### config.mk
export PLATFORM = sky130hd
export DESIGN_NAME = masked_subbytes_seq
export DESIGN_NICKNAME = d
export VERILOG_FILES = /design/src/rtl/aes_ti_pkg.sv /design/src/rtl/masked_tag_pipe.sv /design/src/rtl/masked_subbytes_seq.sv
export SDC_FILE = /design/constraint.sdc
export NUM_CORES = 1
export LEC_CHECK = 0
export CAP_MARGIN = 20
export CORE_ASPECT_RATIO = 0.5
export CORE_UTILIZATION = 25
export DETAILED_ROUTE_END_ITERATION = 8
export PLACE_DENSITY = 0.46
export SLEW_MARGIN = 10
export SYNTH_ARGS = -nofsm -noshare
export SYNTH_HDL_FRONTEND = slang
export SYNTH_SLANG_ARGS = --single-unit
### constraint.sdc
create_clock -name clock -period 3.2 [get_ports clock]
set_clock_uncertainty 0.05 [all_clocks]
set_input_delay 0.64 -clock clock [delete_from_list [all_inputs] [get_ports clock]]
set_output_delay 0.64 -clock clock [all_outputs]
set_load 0.05 [all_outputs]
### src/rtl/aes_ti_pkg.sv
// rtl/aes_ti_pkg.sv - shared constants and types for the threshold AES datapath
package aes_ti_pkg;

    localparam int NBYTES       = 16;
    localparam int SBOX_LATENCY = 4;
    localparam int IDX_W        = $clog2(NBYTES);

    typedef enum logic [1:0] {
        ST_IDLE  = 2'd0,
        ST_ISSUE = 2'd1,
        ST_DRAIN = 2'd2,
        ST_DONE  = 2'd3
    } sbs_state_e;

    typedef struct packed {
        logic             valid;
        logic [IDX_W-1:0] idx;
    } tag_t;

endpackage

### src/rtl/masked_tag_pipe.sv
// rtl/masked_tag_pipe.sv - valid+index shift register tracking bytes in flight through the S-box
module masked_tag_pipe #(
    parameter int LATENCY = 4,
    parameter int IDX_W   = 4
) (
    input  logic             clock,
    input  logic             resetn,
    input  logic             in_valid,
    input  logic [IDX_W-1:0] in_idx,
    output logic             out_valid,
    output logic [IDX_W-1:0] out_idx
);

    logic [LATENCY-1:0]            valid_q, valid_d;
    logic [LATENCY-1:0][IDX_W-1:0] idx_q, idx_d;

    always_comb begin
        valid_d    = '0;
        idx_d      = '0;
        valid_d[0] = in_valid;
        idx_d[0]   = in_idx;
        for (int i = 1; i < LATENCY; i++) begin
            valid_d[i] = valid_q[i-1];
            idx_d[i]   = idx_q[i-1];
        end
    end

    always_ff @(posedge clock) begin
        if (!resetn) begin
            valid_q <= '0;
            idx_q   <= '0;
        end else begin
            valid_q <= valid_d;
            idx_q   <= idx_d;
        end
    end

    assign out_valid = valid_q[LATENCY-1];
    assign out_idx   = idx_q[LATENCY-1];

endmodule

### src/rtl/masked_subbytes_seq.sv
// rtl/masked_subbytes_seq.sv - serialises a two-share state through the pipelined masked S-box
module masked_subbytes_seq #(
    parameter int NBYTES  = aes_ti_pkg::NBYTES,
    parameter int LATENCY = aes_ti_pkg::SBOX_LATENCY
) (
    input  logic                clock,
    input  logic                resetn,
    input  logic                start,
    input  logic [NBYTES*8-1:0] state_in0,
    input  logic [NBYTES*8-1:0] state_in1,
    input  logic [7:0]          rnd_in0,
    input  logic [7:0]          rnd_in1,
    input  logic                rnd_valid,
    output logic [7:0]          sbox_in0,
    output logic [7:0]          sbox_in1,
    output logic [7:0]          sbox_ran0,
    output logic [7:0]          sbox_ran1,
    input  logic [7:0]          sbox_out0,
    input  logic [7:0]          sbox_out1,
    output logic [NBYTES*8-1:0] state_out0,
    output logic [NBYTES*8-1:0] state_out1,
    output logic                busy,
    output logic                done
);

    import aes_ti_pkg::sbs_state_e, aes_ti_pkg::ST_IDLE, aes_ti_pkg::ST_ISSUE,
           aes_ti_pkg::ST_DRAIN, aes_ti_pkg::ST_DONE;

    localparam int               CNT_W    = $clog2(NBYTES);
    localparam logic [CNT_W-1:0] LAST_IDX = CNT_W'(NBYTES - 1);
    localparam logic [CNT_W:0]   CAP_ALL  = (CNT_W + 1)'(NBYTES);

    sbs_state_e          state_q, state_d;
    logic [NBYTES*8-1:0] buf0_q, buf0_d, buf1_q, buf1_d;
    logic [NBYTES*8-1:0] out0_q, out0_d, out1_q, out1_d;
    logic [CNT_W-1:0]    issue_cnt_q, issue_cnt_d;
    logic [CNT_W:0]      cap_cnt_q, cap_cnt_d;
    logic                issue_fire, cap_fire, tag_valid;
    logic [CNT_W-1:0]    tag_idx;

    assign issue_fire = (state_q == ST_ISSUE) && rnd_valid;
    assign cap_fire   = tag_valid && ((state_q == ST_ISSUE) || (state_q == ST_DRAIN));

    // Bubbles are pushed as invalid tags so each result lines up with its issue slot
    masked_tag_pipe #(
        .LATENCY (LATENCY),
        .IDX_W   (CNT_W)
    ) u_tag_pipe (
        .clock     (clock),
        .resetn    (resetn),
        .in_valid  (issue_fire),
        .in_idx    (issue_cnt_q),
        .out_valid (tag_valid),
        .out_idx   (tag_idx)
    );

    always_ff @(posedge clock) begin
        if (!resetn) begin
            state_q <= ST_IDLE;
        end else begin
            state_q <= state_d;
        end
    end

    always_comb begin
        state_d = state_q;
        case (state_q)
            ST_IDLE:  if (start) state_d = ST_ISSUE;
            ST_ISSUE: if (issue_fire && (issue_cnt_q == LAST_IDX)) state_d = ST_DRAIN;
            ST_DRAIN: if (cap_cnt_d == CAP_ALL) state_d = ST_DONE;
            ST_DONE:  state_d = ST_IDLE;
            default:  state_d = ST_IDLE;
        endcase
    end

    // Issue path stays combinational so the S-box sees the byte in its issue cycle
    always_comb begin
        busy      = (state_q == ST_ISSUE) || (state_q == ST_DRAIN);
        done      = (state_q == ST_DONE);
        sbox_in0  = '0;
        sbox_in1  = '0;
        sbox_ran0 = '0;
        sbox_ran1 = '0;
        if (issue_fire) begin
            sbox_in0  = buf0_q[{issue_cnt_q, 3'b000} +: 8];
            sbox_in1  = buf1_q[{issue_cnt_q, 3'b000} +: 8];
            sbox_ran0 = rnd_in0;
            sbox_ran1 = rnd_in1;
        end
    end

    always_comb begin
        buf0_d      = buf0_q;
        buf1_d      = buf1_q;
        out0_d      = out0_q;
        out1_d      = out1_q;
        issue_cnt_d = issue_cnt_q;
        cap_cnt_d   = cap_cnt_q;
        if ((state_q == ST_IDLE) && start) begin
            buf0_d      = state_in0;
            buf1_d      = state_in1;
            issue_cnt_d = '0;
            cap_cnt_d   = '0;
        end
        if (issue_fire) begin
            issue_cnt_d = issue_cnt_q + CNT_W'(1);
        end
        if (cap_fire) begin
            out0_d[{tag_idx, 3'b000} +: 8] = sbox_out0;
            out1_d[{tag_idx, 3'b000} +: 8] = sbox_out1;
            cap_cnt_d = cap_cnt_q + (CNT_W + 1)'(1);
        end
    end

    always_ff @(posedge clock) begin
        if (!resetn) begin
            buf0_q      <= '0;
            buf1_q      <= '0;
            out0_q      <= '0;
            out1_q      <= '0;
            issue_cnt_q <= '0;
            cap_cnt_q   <= '0;
        end else begin
            buf0_q      <= buf0_d;
            buf1_q      <= buf1_d;
            out0_q      <= out0_d;
            out1_q      <= out1_d;
            issue_cnt_q <= issue_cnt_d;
            cap_cnt_q   <= cap_cnt_d;
        end
    end

    assign state_out0 = out0_q;
    assign state_out1 = out1_q;

endmodule
==> out/metrics.cfg <==
[drt]
drc_errors = 0
finalWirelength_mm = 90.7
vias_per_cell = 4.49
wire_per_inst_microns = 21.3
via_count = 19071
drt_first_pass_iters = 5
ant_nets = 0
drt_iter0_markers = 1124

[cells_and_area]
final_nets = 3262
layout_commonest_cell = nand2_1
syn_to_final_growth_pct = 42.3
layout-drive-gt1-share = 0.113
final_cell_mix = nand2_1 (688), clkdlybuf4s50_1 (547), dfxtp_1 (541), a21boi_0 (352), nor2b_1 (134)
layout.cells.non_filler = 4252
fill_cells = 9181

[sta]
hold_violations = 0
setup_viol_count_final = 16
tightest_slew_ps = 930
rsz0062_at_grt = true
slew_headroom = 0.377
setup_slack_ps = -132
slew_violations = 0
fmax_ghz = 0.300
min_period_over_period = 1.04
min_period_ps = 3330

[grt]
antenna_found_initial = 9
grt_usage = 0.187
grt_first_pass_wirelength_mm = 131
grt_max_degree = 136
first_global_vias = 18501
gr-total-overflow = 0

[logic_synthesis]
synth_edf_count = 0
netlist_top_cells_area = dfxtp_1 (47%), a21boi_0 (11%), nand2_1 (11%), mux4_2 (7.8%), mux2i_1 (5.5%)
synth_top_family_by_area = simple AND/OR/NAND/NOR gates
synth_warnings = 0
synth_area_sq_mm = 0.0231
synthXorXnorAreaFrac = 0.00255
ys.flop_type = dfxtp_1
synth-seq-cells = 543
synthAdderAreaFrac = 0.00542
yosysTopAreaCellShare = 0.471
synth.area.mux_share = 0.133
synthCells = 2436
syn_nets = 2738
synth_area_per_cell_sq_um = 9.48
synth.distinct_cells = 55
yosysSeqAreaShare = 0.471
synth_compound_area_frac = 0.138
yosys.area_share.simple = 0.202
postSynth.asyncResetShare = 0
yosys.area.top_type = dfxtp_1

[floorplanning]
num_rows = 78
fp.dieH_microns = 217
die_x_microns = 432
die-area_sq_mm = 0.0936
io_pins = 582
coreArea_sq_mm = 0.0911
start_util = 0.254

[place]
io_buffers = 581
post-dp-hpwl_mm = 66.1
gp_congestion = 0.851
dp.cells = 4125

[power]
pwr_density_cell_mw_per_mm2 = 569
peakVddDrop_mv = 0.397
p_int_mw = 13.1
power.switching_mw = 5.61
p_leak_nw = 11.4
pwr-share-clk = 0.371
power_mw = 18.7
p_sw_frac = 0.300
combPwrFrac = 0.208
seq_power_share = 0.420

[job]
cap_violations = 0

[setup_path]
crit_type = flip-flop to primary output
cp.required_ps = 2510
ff2ff_path_depth = 8
cp_slowest_stage_delay_ps = 540
cp_max_fo = 5
cp-start-kind = flip-flop
worst_setup_path_end_kind = primary output
path_cells = buf_8 -> buf_12 -> mux4_2 -> mux4_2 -> nor2b_4 -> buf_12
critPathArrivalTime_ps = 2640
slowest_stage = mux4_2

[clock_tree]
clock-sinks = 543
insertion_delay_ps = 630
cts_tree = built
cts_max_level = 2
cts_max_path_buffers = 3
cts_buffers = 55
cts_hold_buf = 0
cts.clk_slew.worst_paths_ps = 70
cts-root-buf = clkbuf_16

[run_status]
status = complete, but fails checks
violations = negative setup slack

[worst_hold_path]
hold_depth = 1
hold_path_class = flip-flop to flip-flop

-- stage by stage --
step	TNS, ps	area (sq um)	util	hold WS (ps)	setup slack [ps]
after floorplan	0	23100	-	362	113
after global placement	0	30500	0.335	367	204
after detailed placement	0	30500	0.335	368	212
after CTS	-2580	32800	0.360	383	-187
after global routing	-2890	32900	0.361	398	-201
final	-1670	32900	0.361	372	-132
-- power by group through the flow --
stage / logic [mW] / registers [mW] / clock network, mW
6_report: 3.90 / 7.85 / 6.93
5_1_grt: 4.27 / 7.91 / 7.44
4_1_cts: 3.95 / 7.83 / 7.14
3_5_place_dp: 3.74 / 8.00 / 0
3_3_place_gp: 3.70 / 8.02 / 0
2_1_floorplan: 2.32 / 7.73 / 0
-- per-layer routing --
layer / up-vias / routed length (microns) / track usage
li1: 9243 / - / -
met1: 9359 / 40200 / 0.243
met2: 361 / 44500 / 0.317
met3: 106 / 3640 / 0.0319
met4: 2 / 2350 / 0.0573
met5: - / 11 / 0
-- sequential cells by signal (all words and copies together), names as in the netlist --
signal              cells
u_tag_pipe.idx_d       12
state_out1            128
buf1_q                128
issue_cnt_q             4
u_tag_pipe.out_idx      4
cap_cnt_q               5
state_out0            128
state_q                 2
u_tag_pipe.valid_q      4
buf0_q                128
-- worst paths after layout --
path / start / end / slack, ps
max: issue_cnt_q[0] / sbox_in1[4] / -130
min: u_tag_pipe.idx_d[5] / u_tag_pipe.idx_d[9] / 370
max reg2reg: state_q[0] / state_out1[124] / 420
min reg2reg: u_tag_pipe.idx_d[5] / u_tag_pipe.idx_d[9] / 370
-- cells by family after synthesis --
logic type	after synthesis
AO/OA/AOI/OAI	419
XOR/XNOR	5
adder cells (fa/ha/maj)	10
buffers and inverters	215
flip-flops	543
multiplexers	207
AND/OR/NAND/NOR	1037
-- Yosys cell counts (3+ instances only) --
library cell and n:
nand2_1 690, a21boi_1 35, clkbuf_8 8, buf_4 7
o211a_1 3, and2_1 24, o21ai_0 8, nor3_1 4
a21oi_1 3, nor2_1 12, mux4_2 80, and3_1 34
nand3_1 98, buf_6 22, inv_1 7, nand4_1 6
nand3b_1 3, nor2b_1 146, ha_1 10, clkbuf_1 141
nor2_2 3, buf_1 9, buf_2 21, dfxtp_1 543
a21boi_0 352, mux2i_1 127
-- worst max-delay path, delay by kind of cell, from the launching register on --
family	cells	cell delay, ps
buffers and inverters	3	420
multiplexers	2	1040
flip-flops	1	370
AND/OR/NAND/NOR	1	160
-- cell type report --
class | instances | area, sq um | share of cell area
Antenna cell | 7 | 17.5 | 0.000533
Clock buffer | 81 | 1660 | 0.0504
Clock inverter | 21 | 265 | 0.00807
Inverter | 7 | 26.3 | 0.000800
Multi-Input combinational cell | 1678 | 11200 | 0.342
Sequential cell | 543 | 10900 | 0.331
Tap cell | 1240 | 1550 | 0.0472
Timing Repair Buffer | 675 | 7240 | 0.220
-- what timing repair did --
item,4_1_cts,5_1_grt
setup endpoints to repair,17,16
setup buffers,14,0
gates cloned,3,1
resized for setup,37,2
hold endpoints to repair,0,0
Note: power is estimated with default switching activity, not from simulation.
